File: src/rtl/date_seq_ctrl.sv
// date_seq_ctrl -- sequencing controller for a BCD day/month/year calendar.
// Turns the daily rollover pulse and the three user buttons into one-cycle
// registered control pulses for the external day, month and year counters,
// and walks the user through RUN -> SET_DAY -> SET_MONTH -> SET_YEAR -> CLAMP.
// Optional feature macro: AUTO_EXIT_EN (set modes time out after TIMEOUT_CYC
// cycles without a button edge and leave through CLAMP).
module date_seq_ctrl #(
  parameter logic [31:0] TIMEOUT_CYC = 32'd50_000_000
) (
  input  logic       clk,
  input  logic       rst_n,
  input  logic       hour_carry,
  input  logic       mode_btn,
  input  logic       up_btn,
  input  logic       down_btn,
  input  logic [3:0] day_unit,
  input  logic [1:0] day_ten,
  input  logic [3:0] month_unit,
  input  logic [0:0] month_ten,
  input  logic       leap,
  output logic       en_d,
  output logic       preset_d,
  output logic       up_d,
  output logic       down_d,
  output logic       en_m,
  output logic       up_m,
  output logic       down_m,
  output logic       up_y,
  output logic       down_y,
  output logic [1:0] mode
);

  typedef enum logic [2:0] {
    S_RUN,
    S_SET_DAY,
    S_SET_MONTH,
    S_SET_YEAR,
    S_CLAMP
  } state_e;

  // One bit per counter control; registered as a group so every pulse is
  // exactly one cycle wide and glitch-free.
  typedef struct packed {
    logic en_d;
    logic preset_d;
    logic up_d;
    logic down_d;
    logic en_m;
    logic up_m;
    logic down_m;
    logic up_y;
    logic down_y;
  } ctl_t;

  state_e     state_q, state_d;
  ctl_t       ctl_q, ctl_d;
  logic       pending_q, pending_d;
  logic [2:0] btn_q;

  logic [2:0] btn_now;
  logic [2:0] btn_edge;
  logic       mode_edge, up_edge, down_edge;
  logic       up_only, down_only;
  logic [5:0] day_bin;
  logic [4:0] month_bin;
  logic [5:0] month_len;
  logic       day_is_last;
  logic       day_is_first;
  logic       day_too_big;

  // Days in the given month; anything outside 1..12 is treated as 31 so a
  // corrupt month never forces a spurious preset.
  function automatic logic [5:0] days_in_month(input logic [4:0] m, input logic lp);
    logic [5:0] len;
    len = 6'd31;
    case (m)
      5'd2:                      len = 6'd28 + {5'd0, lp};
      5'd4, 5'd6, 5'd9, 5'd11:   len = 6'd30;
      default:                   len = 6'd31;
    endcase
    return len;
  endfunction

  // Binary views of the BCD date, then the month-length comparisons.
  always_comb begin
    day_bin      = ({4'd0, day_ten} * 6'd10) + {2'd0, day_unit};
    month_bin    = ({4'd0, month_ten} * 5'd10) + {1'b0, month_unit};
    month_len    = days_in_month(month_bin, leap);
    day_is_last  = (day_bin == month_len);
    day_is_first = (day_bin == 6'd1);
    day_too_big  = (day_bin > month_len);
  end

  // Rising-edge detection against last cycle's button levels.
  assign btn_now   = {mode_btn, up_btn, down_btn};
  assign btn_edge  = btn_now & ~btn_q;
  assign mode_edge = btn_edge[2];
  assign up_edge   = btn_edge[1];
  assign down_edge = btn_edge[0];
  // A mode edge wins over up/down, and simultaneous up+down cancel out.
  assign up_only   = up_edge & ~down_edge & ~mode_edge;
  assign down_only = down_edge & ~up_edge & ~mode_edge;

`ifdef AUTO_EXIT_EN
  logic [31:0] cnt_q, cnt_d;
`endif

  // Next-state, next-pulse and pending-carry logic.
  always_comb begin
    // NOTE: every signal written here gets a default first, so no path can
    // leave it unassigned and infer a latch.
    state_d   = state_q;
    ctl_d     = '0;
    pending_d = pending_q;

    unique case (state_q)
      S_RUN: begin
        // A live carry and a deferred one collapse into a single day step.
        if (hour_carry || pending_q) begin
          if (day_is_last) begin
            ctl_d.preset_d = 1'b1;
            ctl_d.en_m     = 1'b1;
          end else begin
            ctl_d.en_d = 1'b1;
          end
        end
        pending_d = 1'b0;
        if (mode_edge) state_d = S_SET_DAY;
      end
      S_SET_DAY: begin
        if (mode_edge) begin
          state_d = S_SET_MONTH;
        end else if (up_only) begin
          if (day_is_last) ctl_d.preset_d = 1'b1;
          else             ctl_d.up_d     = 1'b1;
        end else if (down_only && !day_is_first) begin
          ctl_d.down_d = 1'b1;
        end
      end
      S_SET_MONTH: begin
        if (mode_edge)      state_d      = S_SET_YEAR;
        else if (up_only)   ctl_d.up_m   = 1'b1;
        else if (down_only) ctl_d.down_m = 1'b1;
      end
      S_SET_YEAR: begin
        if (mode_edge)      state_d      = S_CLAMP;
        else if (up_only)   ctl_d.up_y   = 1'b1;
        else if (down_only) ctl_d.down_y = 1'b1;
      end
      S_CLAMP: begin
        // Month or leap may have changed under the day; pull it back to 01.
        if (day_too_big) ctl_d.preset_d = 1'b1;
        state_d = S_RUN;
      end
      default: state_d = S_RUN;
    endcase

    // Rollovers while editing are remembered and replayed back in RUN.
    if (hour_carry && (state_q != S_RUN)) pending_d = 1'b1;

`ifdef AUTO_EXIT_EN
    cnt_d = '0;
    if ((state_q == S_SET_DAY) || (state_q == S_SET_MONTH) ||
        (state_q == S_SET_YEAR)) begin
      if (|btn_edge) begin
        cnt_d = '0;
      end else if (cnt_q >= (TIMEOUT_CYC - 32'd1)) begin
        cnt_d   = '0;
        state_d = S_CLAMP;
      end else begin
        cnt_d = cnt_q + 32'd1;
      end
    end
`endif
  end

  // State, pulse, pending and button-history registers.
  always_ff @(posedge clk or negedge rst_n) begin
    if (!rst_n) begin
      state_q   <= S_RUN;
      ctl_q     <= '0;
      pending_q <= 1'b0;
      // History starts high so a button held through reset release is not
      // mistaken for a fresh press.
      btn_q     <= 3'b111;
    end else begin
      // NOTE: non-blocking assignments here so every register samples the
      // values from before this edge, independent of statement order.
      state_q   <= state_d;
      ctl_q     <= ctl_d;
      pending_q <= pending_d;
      btn_q     <= btn_now;
    end
  end

`ifdef AUTO_EXIT_EN
  // Idle counter for the set-mode timeout.
  always_ff @(posedge clk or negedge rst_n) begin
    if (!rst_n) cnt_q <= '0;
    else        cnt_q <= cnt_d;
  end
`endif

  // Mode code seen by the display; CLAMP shares the SET_YEAR code.
  always_comb begin
    mode = 2'b00;
    unique case (state_q)
      S_RUN:       mode = 2'b00;
      S_SET_DAY:   mode = 2'b01;
      S_SET_MONTH: mode = 2'b10;
      S_SET_YEAR:  mode = 2'b11;
      S_CLAMP:     mode = 2'b11;
      default:     mode = 2'b00;
    endcase
  end

  assign en_d     = ctl_q.en_d;
  assign preset_d = ctl_q.preset_d;
  assign up_d     = ctl_q.up_d;
  assign down_d   = ctl_q.down_d;
  assign en_m     = ctl_q.en_m;
  assign up_m     = ctl_q.up_m;
  assign down_m   = ctl_q.down_m;
  assign up_y     = ctl_q.up_y;
  assign down_y   = ctl_q.down_y;

endmodule
File: config.mk
export PLATFORM = sky130hd
export DESIGN_NAME = date_seq_ctrl
export DESIGN_NICKNAME = d
export VERILOG_FILES = /design/src/rtl/date_seq_ctrl.sv
export SDC_FILE = /design/constraint.sdc
export NUM_CORES = 1
export LEC_CHECK = 0
export BUFFER_PORTS_ARGS = -buffer_cell sky130_fd_sc_hd__buf_2
export CORE_UTILIZATION = 52
export DETAILED_ROUTE_END_ITERATION = 6
export PLACE_DENSITY = 0.82
export SETUP_SLACK_MARGIN = 0.15
export SLEW_MARGIN = 20
export SYNTH_ARGS = -nofsm -noshare
export SYNTH_HDL_FRONTEND = slang
export SYNTH_SLANG_ARGS = --single-unit
File: constraint.sdc
create_clock -name clk -period 2.75 [get_ports clk]
set_clock_uncertainty 0.2 [all_clocks]
set_input_delay 0.55 -clock clk [delete_from_list [all_inputs] [get_ports clk]]
set_output_delay 0.55 -clock clk [all_outputs]
set_load 0.005 [all_outputs]
==> reports/qor.txt, run 1 <==
Status -> finished clean
Crit path required time -> 2.77 ns
Placer Congestion -> 0.792
RSZ-0062 raised after global routing -> false
Largest area contributor in the synthesized netlist -> dfrtp_1
CTS tree -> built
Sequential share of power -> 45.7%
Share of cells above drive strength 1 -> 33.3%
Arr. time, crit path -> 2.35 ns
Rel. slew slack -> 77.0%
Count of cell types in the netlist -> 31
Clk buf depth -> 2
Internal power -> 0.000457 W
Clk_lat worst skew -> 0.29 ns
Power Total -> 0.000690 W
Clock buffer count from CTS -> 3
Asr flop ratio synth -> 100%
First-pass GRT wire length -> 2.77 mm
Clock slew at the register clock pins of the worst setup and hold paths -> 0.09 ns
WS Path Type -> input port to flop
CORE AREA -> 0.00154 mm^2
DRC viols -> 0
Yosys warns -> 0
Drt first pass iters -> 4
Sw frac -> 33.7%
Clock Power Share -> 22.5%
Initial antenna violation count -> 0
Post-detailed-placement half-perimeter wirelength -> 1.31 mm
Post-synth EDFFs -> 0
Final WL -> 1.59 mm
Post-Syn Nets -> 115
Post-DRT Antenna Nets -> 0
Largest net degree at the start of global routing -> 17
PwrDens -> 638 mW/mm^2
Post-synthesis adder-cell area fraction -> 13.7%
Setup Total Neg Slack -> 0 ns
Area contributors post-synth -> dfrtp_1 (37%), ha_1 (11%), dfstp_2 (9.0%), nor2_1 (6.0%), xor2_1 (4.0%)
Total gr overflow -> 0
Port Buffer Count -> 28
Net switching power -> 0.000232 W
Iteration-0 DRC Markers -> 9
Routed vias/inst -> 5.42
Vias in the first global route -> 696
Mapped cell area -> 880 um^2
Max Fclk -> 429 MHz
Fin. max-slew vios -> 0
Max VDD drop -> 0.407 mV
Final setup fails -> 0
Nets@finish -> 148
Max stage delay on crit path -> 0.30 ns
Chip height -> 43.1 um
Die Wd -> 43.1 um
Total number of vias -> 737
Avg Inst Size Synth -> 10.0 um^2
Crit end category -> flop
Compound-Gate Fraction of Synth Area -> 11.2%
Crit-path cells -> buf_2, ha_1, ha_1, xor2_1, nor3_1, and3_1, ha_1, nand4_1, or2_1, o22ai_2
Max-cap viol count -> 0
Yosys reg bits -> 16
Multiplexer area fraction after synthesis -> 0%
Least-Margin Pin Slew -> 0.345 ns
Leakage -> 0.571 nW
Row count -> 14
Top cell family by delay on the critical path -> adder cells
Ant diodes -> 0
Final Cycle Share -> 84.8%
Mapped Cells -> 88
Synth top area share -> 37.0%
Minimum clock period -> 2.33 ns
Simple-Gate Fraction of Synth Area -> 21.9%
Slowest CP cell -> ha_1
Clock Sinks -> 16
Die area -> 0.00186 mm^2
# H-tree levels -> 1
Primary FF master, synth -> dfrtp_1
Worst Hold Class -> input port to flop
Logic pwr share -> 31.9%
Worst Path Max Fanout -> 3
Total GRT Usage -> 20.5%
DR WL/cell -> 11.7 um
Final Hold Viols -> 0
# IOs -> 29
Worst setup SP type -> input port
Fillers -> 138
Area delta synth->final -> 22.9%
CP Buf/Inv Count -> 1
Main combinational cell family by area after synthesis -> simple AND/OR/NAND/NOR gates
Post-synthesis sequential area ratio -> 45.9%
Synth Area in XOR/XNOR -> 4.98%
CTS root buffer -> clkbuf_4
Initial core utilization -> 57.1%
Most used cell along the critical path -> ha_1
flip-flops by register name, summed over array words and instances, names as in the netlist:
name and count:
btn_q 3, down_d 1, down_m 1, down_y 1, en_d 1, en_m 1
pending_q 1, preset_d 1, state_q 3, up_d 1, up_m 1, up_y 1
cells by family (layout without fill, tap and decap cells):
family / count (synthesis) / after routing
AND/OR/NAND/NOR: 39 / 39
buffers and inverters: 5 / 37
XOR/XNOR: 5 / 5
flip-flops: 16 / 16
adder cells (fa/ha/maj): 9 / 9
AO/OA/AOI/OAI: 14 / 14
Yosys cell counts (2+ instances only):
cell / count
a21oi_1: 2
dfrtp_1: 13
dfstp_2: 3
ha_1: 8
inv_1: 4
nand2_1: 6
nand2b_1: 3
nor2_1: 14
nor2b_1: 2
nor3_1: 6
o21ai_0: 4
xor2_1: 4
layer usage:
metal  share of wire, %  GRT usage, %  up-vias
li1                   -             -      367
met1                 44          25.1      349
met2                 50          32.8       17
met3                4.3          6.38        4
met4                1.7          9.09        0
met5                  0             0        -
final timing paths:
check	depth (start not counted)	slack [ns]	endpoint	from
worst max register to register	5	1.18	preset_d	btn_q[2]
worst max-delay path	10	0.42	preset_d	month_unit[1]
worst min register to register	2	0.34	pending_q	pending_q
min in group asynchronous	2	0.49	en_m	rst_n
worst min-delay path	1	0.16	btn_q[1]	up_btn
max in group asynchronous	2	1.56	btn_q[2]	rst_n
cells in the final DEF, fill, tap and decap left out, types with 3 or more instances in the layout:
master and n:
o21ai_0 4, dfrtp_1 13, xor2_1 4, ha_1 8, nor2_1 14, buf_2 28, nand2_1 6, inv_1 4
nand2b_1 3, clkbuf_4 3, dfstp_2 3, nor3_1 6
area by class of cell:
class	instances	area, um^2	share of cell area (%)
clock buffer	4	36.3	3.36
inverter	4	15.0	1.39
multi-input combinational	67	455	42.1
sequential	16	404	37.4
tap	16	20.0	1.85
timing repair buffer	29	150	13.9
power by group through the flow:
stage | combinational (W) | clock (W) | sequential (W)
finish | 0.000220 | 0.000155 | 0.000315
global route | 0.000254 | 0.000173 | 0.000322
CTS | 0.000222 | 0.000160 | 0.000314
detailed placement | 0.000219 | 0 | 0.000319
global placement | 0.000213 | 0 | 0.000316
floorplan | 0.000163 | 0 | 0.000301
metrics by stage:
step	cells	hold WS, ns	setup slack, ns	instance area [um^2]	utilization [%]
finish	136	0.161	0.419	1080	70.1
global route	136	0.138	0.273	1080	70.1
CTS	136	0.152	0.421	1080	70.1
detailed placement	131	0.276	0.121	1030	67.1
global placement	131	0.267	0.208	1030	67.1
floorplan	88	0.0544	0.354	880	-
repair_timing:
action,in CTS,in global routing
hold buffers,1,0
endpoints found under the hold margin,13,0
buffers inserted,0,0
resized for setup,0,0
No activity file was read; power rests on OpenSTA's default activity.
==> run 2, diff against run 1 <==
- ABC_AREA: unset -> 1
- CORE_UTILIZATION: 52 -> 50
- PLACE_DENSITY: 0.82 -> 0.78
- clock period: 2.75 -> 2.2 ns (I/O delays scaled with it)
==> reports/qor.txt, run 2 <==
Crit-path cells -> buf_8, ha_4, ha_4, xor2_1, or2_1, nor2_1, nand3b_1, nand2_1, inv_1, ha_1, nand2_1, inv_2, nand4_4, nor2_4, nor2_1, nand2_1, nand2_1
Fin. max-slew vios -> 0
Largest net degree at the start of global routing -> 17
Ant diodes -> 0
Status -> complete, but fails checks
WS Path Type -> input port to flop
Mapped cell area -> 968 um^2
Share of cells above drive strength 1 -> 31.8%
Final WL -> 1.85 mm
Clock buffer count from CTS -> 3
Worst Hold Class -> input port to flop
Port Buffer Count -> 28
Setup Total Neg Slack -> -0.124 ns
Hold WS -> 0.0512 ns
Clock slew at the register clock pins of the worst setup and hold paths -> 0.09 ns
CORE AREA -> 0.00176 mm^2
Top Registers -> btn_q (3), state_q (3)
Synth top area share -> 33.6%
RSZ-0062 raised after global routing -> true
Top cells by count, synth -> nand2_1 (21), inv_1 (20), nor2_1 (17)
Crit path required time -> 2.18 ns
Yosys warns -> 0
Minimum clock period -> 2.30 ns
Post-DRT Antenna Nets -> 0
Post-detailed-placement half-perimeter wirelength -> 1.49 mm
Final Hold Viols -> 0
First-pass GRT wire length -> 2.92 mm
Max stage delay on crit path -> 0.26 ns
Primary FF master, synth -> dfrtp_1
Final setup fails -> 4
# IOs -> 29
Nets@finish -> 182
Leakage -> 0.696 nW
Row count -> 15
Most used cell along the critical path -> nand2_1
Least-Margin Pin Slew -> 0.340 ns
Failing checks -> negative setup slack
Worst Path Max Fanout -> 4
Post-synth EDFFs -> 0
Initial core utilization -> 54.9%
Die Wd -> 46.0 um
CTS tree -> built
Chip height -> 46.0 um
Total GRT Usage -> 19.0%
Count of cell types in the netlist -> 24
Yosys reg bits -> 16
Area delta synth->final -> 30.2%
DR WL/cell -> 10.3 um
Routed vias/inst -> 4.82
Vias in the first global route -> 749
Crit end category -> flop
Post-layout worst setup margin -> -0.0980 ns
Clk_lat worst skew -> 0.28 ns
Total gr overflow -> 0
Iteration-0 DRC Markers -> 12
Asr flop ratio synth -> 100%
Clock Sinks -> 16
Max VDD drop -> 0.466 mV
Drt first pass iters -> 4
DRC viols -> 0
Leading cell type in the layout, fill and taps excluded -> buf_2
Commonest cells after routing, fill and taps aside -> buf_2 (26), nand2_1 (21), inv_1 (19), nor2_1 (17), dfrtp_1 (13)
Die area -> 0.00212 mm^2
Max-cap viol count -> 0
Arr. time, crit path -> 2.28 ns
PwrDens -> 667 mW/mm^2
Total number of vias -> 863
Max Fclk -> 435 MHz
Mapped Cells -> 120
Initial antenna violation count -> 0
Clk buf depth -> 2
Final Cycle Share -> 104%
Largest area contributor in the synthesized netlist -> dfrtp_1
Rel. slew slack -> 77.3%
CTS root buffer -> clkbuf_4
Worst setup SP type -> input port
# H-tree levels -> 1
Slowest CP cell -> ha_1
Post-synthesis sequential area ratio -> 41.7%
Placer Congestion -> 0.816
Top-count cell post-synth -> nand2_1
Avg Inst Size Synth -> 8.07 um^2
Post-Syn Nets -> 147
Fillers -> 145
Area contributors post-synth -> dfrtp_1 (34%), ha_1 (10%), dfstp_2 (8.1%), nand2_1 (8.1%), inv_1 (7.8%)
[run 2: cell types whose count changed after synthesis, moves of 2 or more]
cell	before	now
a21oi_1	2	4
inv_1	4	20
nand2_1	6	21
nand2_2	0	2
nand2b_1	3	0
nand3_1	1	11
nor2_1	14	17
nor2b_1	2	0
o21ai_0	4	2
xor2_1	4	1
[run 2: power by group]
group,leakage [nW],internal (W),switching (W),total [W]
Clock,0.0210,0.000101,0.0000884,0.000189
Sequential,0.204,0.000339,0.0000169,0.000356
Combinational,0.470,0.000118,0.000178,0.000296
[run 2: cell type report]
type / instances / area (um^2) / share of cell area [%]
well taps: 25 / 31.3 / 2.48
clock buffers: 4 / 36.3 / 2.88
repair buffers: 30 / 174 / 13.8
inverters: 20 / 75.1 / 5.95
flip-flops and latches: 16 / 404 / 32.0
multi-input cells: 84 / 541 / 42.9
[run 2: final timing paths]
check / start / end / slack (ns) / cells after the start
max reg2reg: state_q[2] / en_m / 0.76 / 5
min: mode_btn / btn_q[2] / 0.05 / 1
min in group asynchronous: rst_n / state_q[2] / 0.38 / 2
min reg2reg: pending_q / pending_q / 0.35 / 2
max: month_ten / preset_d / -0.1 / 17
max in group asynchronous: rst_n / btn_q[2] / 1.13 / 2
[run 2: cell families (layout without fill, tap and decap cells)]
logic type / Yosys count / count (layout) / synth area share, %
AOI/OAI and AO/OA: 9 / 9 / 5.30
and+or+nand+nor: 65 / 65 / 31.9
buffers and inverters: 20 / 54 / 7.75
adders and majority gates: 9 / 9 / 12.4
DFF: 16 / 16 / 41.7
xor gates and xnor gates: 1 / 1 / 0.905
[run 2: what timing repair did]
action	4_1_cts	5_1_grt
hold buffers	1	0
setup buffers	0	1
gates resized for setup	8	0
hold endpoints to repair	13	0
pin swaps	12	3
endpoints found under the setup margin	4	4
[run 2: routing by layer]
layer | GRT usage [%] | share of wire (%) | vias up
li1 | - | - | 454
met4 | 3.53 | 1.1 | 0
met5 | 0 | 0 | -
met2 | 33.5 | 49 | 20
met1 | 23.3 | 46 | 385
met3 | 4.76 | 4.4 | 4
[run 2: metrics by stage]
| step | setup slack [ns] | total power, W | cells | utilization [%] | cell area [um^2] |
|---|---|---|---|---|---|
| after floorplan | -0.219 | 0.000545 | 120 | - | 993 |
| after global placement | -0.415 | 0.000627 | 173 | 66.0 | 1160 |
| after detailed placement | -0.465 | 0.000638 | 173 | 66.0 | 1160 |
| after CTS | -0.111 | 0.000840 | 178 | 71.1 | 1250 |
| after global routing | -0.252 | 0.000900 | 179 | 71.5 | 1260 |
| final | -0.0980 | 0.000841 | 179 | 71.5 | 1260 |
[run 2: worst max-delay path: cells and delay by family]
kind	cells	cell delay (ns)
fa+ha+maj	3	0.57
xor+xnor	1	0.16
simple gates	10	0.92
buf+inv	3	0.20
==> run 3, diff against run 2 <==
- SKIP_CTS_REPAIR_TIMING: unset -> 1
- SKIP_LAST_GASP: unset -> 1
==> reports/qor.txt, run 3 (synthesis gave the netlist of run 2 again) <==
DR WL/cell -> 9.89 um
Vias in the first global route -> 716
PwrDens -> 664 mW/mm^2
Row count -> 15
Met1 Track Usage GR -> 21.8%
Iteration-0 DRC Markers -> 20
Clock Sinks -> 16
Clk_lat worst skew -> 0.28 ns
Clk buf depth -> 2
Max stage delay on crit path -> 0.26 ns
WS Path Type -> input port to flop
Power Total -> 0.000839 W
Crit path required time -> 2.17 ns
Met2 Resource Use GR -> 32.1%
Clock slew at the register clock pins of the worst setup and hold paths -> 0.09 ns
Max VDD drop -> 0.465 mV
Final WL -> 1.77 mm
Drt first pass iters -> 4
Status -> complete, but fails checks
Nets@finish -> 182
Placer Congestion -> 0.816
Top Registers -> btn_q (3), state_q (3)
Total number of vias -> 853
Hold WS -> 0.0524 ns
Post-Layout Cell Count -> 179
Grt met3 use -> 4.76%
Commonest cells after routing, fill and taps aside -> buf_2 (26), nand2_1 (21), inv_1 (19), nor2_1 (17), dfrtp_1 (13)
Fillers -> 140
Routed vias/inst -> 4.77
Post-layout worst setup margin -> -0.0805 ns
Post-detailed-placement half-perimeter wirelength -> 1.49 mm
Total GRT Usage -> 18.1%
CORE AREA -> 0.00176 mm^2
Arr. time, crit path -> 2.25 ns
Worst setup SP type -> input port
Failing checks -> negative setup slack
Slowest CP cell -> ha_1
Post-Place Worst Slack -> -0.465 ns
Post-DRT Antenna Nets -> 0
CTS tree -> built
Share of cells above drive strength 1 -> 31.8%
Dpl cell area -> 0.00116 mm^2
Port Buffer Count -> 28
Chip height -> 46.0 um
Die area -> 0.00212 mm^2
Die Wd -> 46.0 um
Least-Margin Pin Slew -> 0.335 ns
RSZ-0062 raised after global routing -> true
Cell count after placement -> 173
First-pass GRT wire length -> 2.77 mm
Ant diodes -> 0
Largest net degree at the start of global routing -> 17
Total gr overflow -> 0
Clock buffer count from CTS -> 3
Fin. max-slew vios -> 0
Final Cycle Share -> 104%
# H-tree levels -> 1
Crit-path cells -> buf_8, ha_4, ha_4, xor2_2, or2_1, nor2_1, nand3b_1, nand2_1, inv_1, ha_1, nand2_1, inv_2, nand4_4, nor2_4, nor2_1, nand2_1, nand2_1
Rel. slew slack -> 77.6%
Leakage -> 0.696 nW
Crit end category -> flop
Worst Path Max Fanout -> 4
Initial antenna violation count -> 0
Area of the multi-input gates -> 543 um^2
Final setup fails -> 2
Most used cell along the critical path -> nand2_1
Final Hold Viols -> 0
Minimum clock period -> 2.28 ns
Max-cap viol count -> 0
Busiest layer in global routing -> met2
Leading cell type in the layout, fill and taps excluded -> buf_2
Max Fclk -> 439 MHz
DRC viols -> 0
Area delta synth->final -> 30.5%
# IOs -> 29
Fin area -> 0.00126 mm^2
Initial core utilization -> 54.9%
CTS root buffer -> clkbuf_4
Worst Hold Class -> input port to flop
Sequential cell area -> 404 um^2
-- run 3: changes by cell type in the layout (fill, tap and decap cells not counted) --
cell    delta
xor2_2     +1
xor2_1     -1
nor3_1     +1
nor3_2     -1
-- run 3: metrics by stage --
step	setup TNS (ns)	utilization, %
after floorplan	-0.570	-
after global placement	-1.39	66.0
after detailed placement	-1.58	66.0
after CTS	-0.427	68.1
after global routing	-0.611	71.6
final	-0.0941	71.6
-- run 3: final cells by class --
class | instances | area share, %
multi-input cells | 84 | 43.0
flip-flops and latches | 16 | 32.0
repair buffers | 30 | 13.8
inverters | 20 | 5.94
clock buffers | 4 | 2.87
well taps | 25 | 2.48
-- run 3: worst paths after layout --
kind / from / endpoint / cells past startpoint / slack, ns
max in group asynchronous: rst_n / btn_q[2] / 2 / 1.13
max reg2reg: state_q[2] / en_m / 5 / 0.73
min in group asynchronous: rst_n / state_q[2] / 2 / 0.37
max: month_ten / preset_d / 17 / -0.08
min: mode_btn / btn_q[2] / 1 / 0.05
min reg2reg: pending_q / pending_q / 2 / 0.35
-- run 3: power breakdown --
part           internal, W  total [W]  switching, W  leakage [nW]
registers         0.000339   0.000356     0.0000169         0.204
logic             0.000120   0.000296      0.000176         0.470
clock network     0.000101   0.000187     0.0000861        0.0210
total             0.000560   0.000839      0.000279         0.696
-- run 3: critical path, delay by kind of cell --
kind	cells	cell delay [ns]
xor+xnor	1	0.14
fa+ha+maj	3	0.57
buf+inv	3	0.20
simple gates	10	0.90
-- run 3: routing by layer --
layer	routed length, um	share of wire (%)
met1	829	47
met2	840	47
met3	81	4.6
met4	19	1.1
met5	0	0
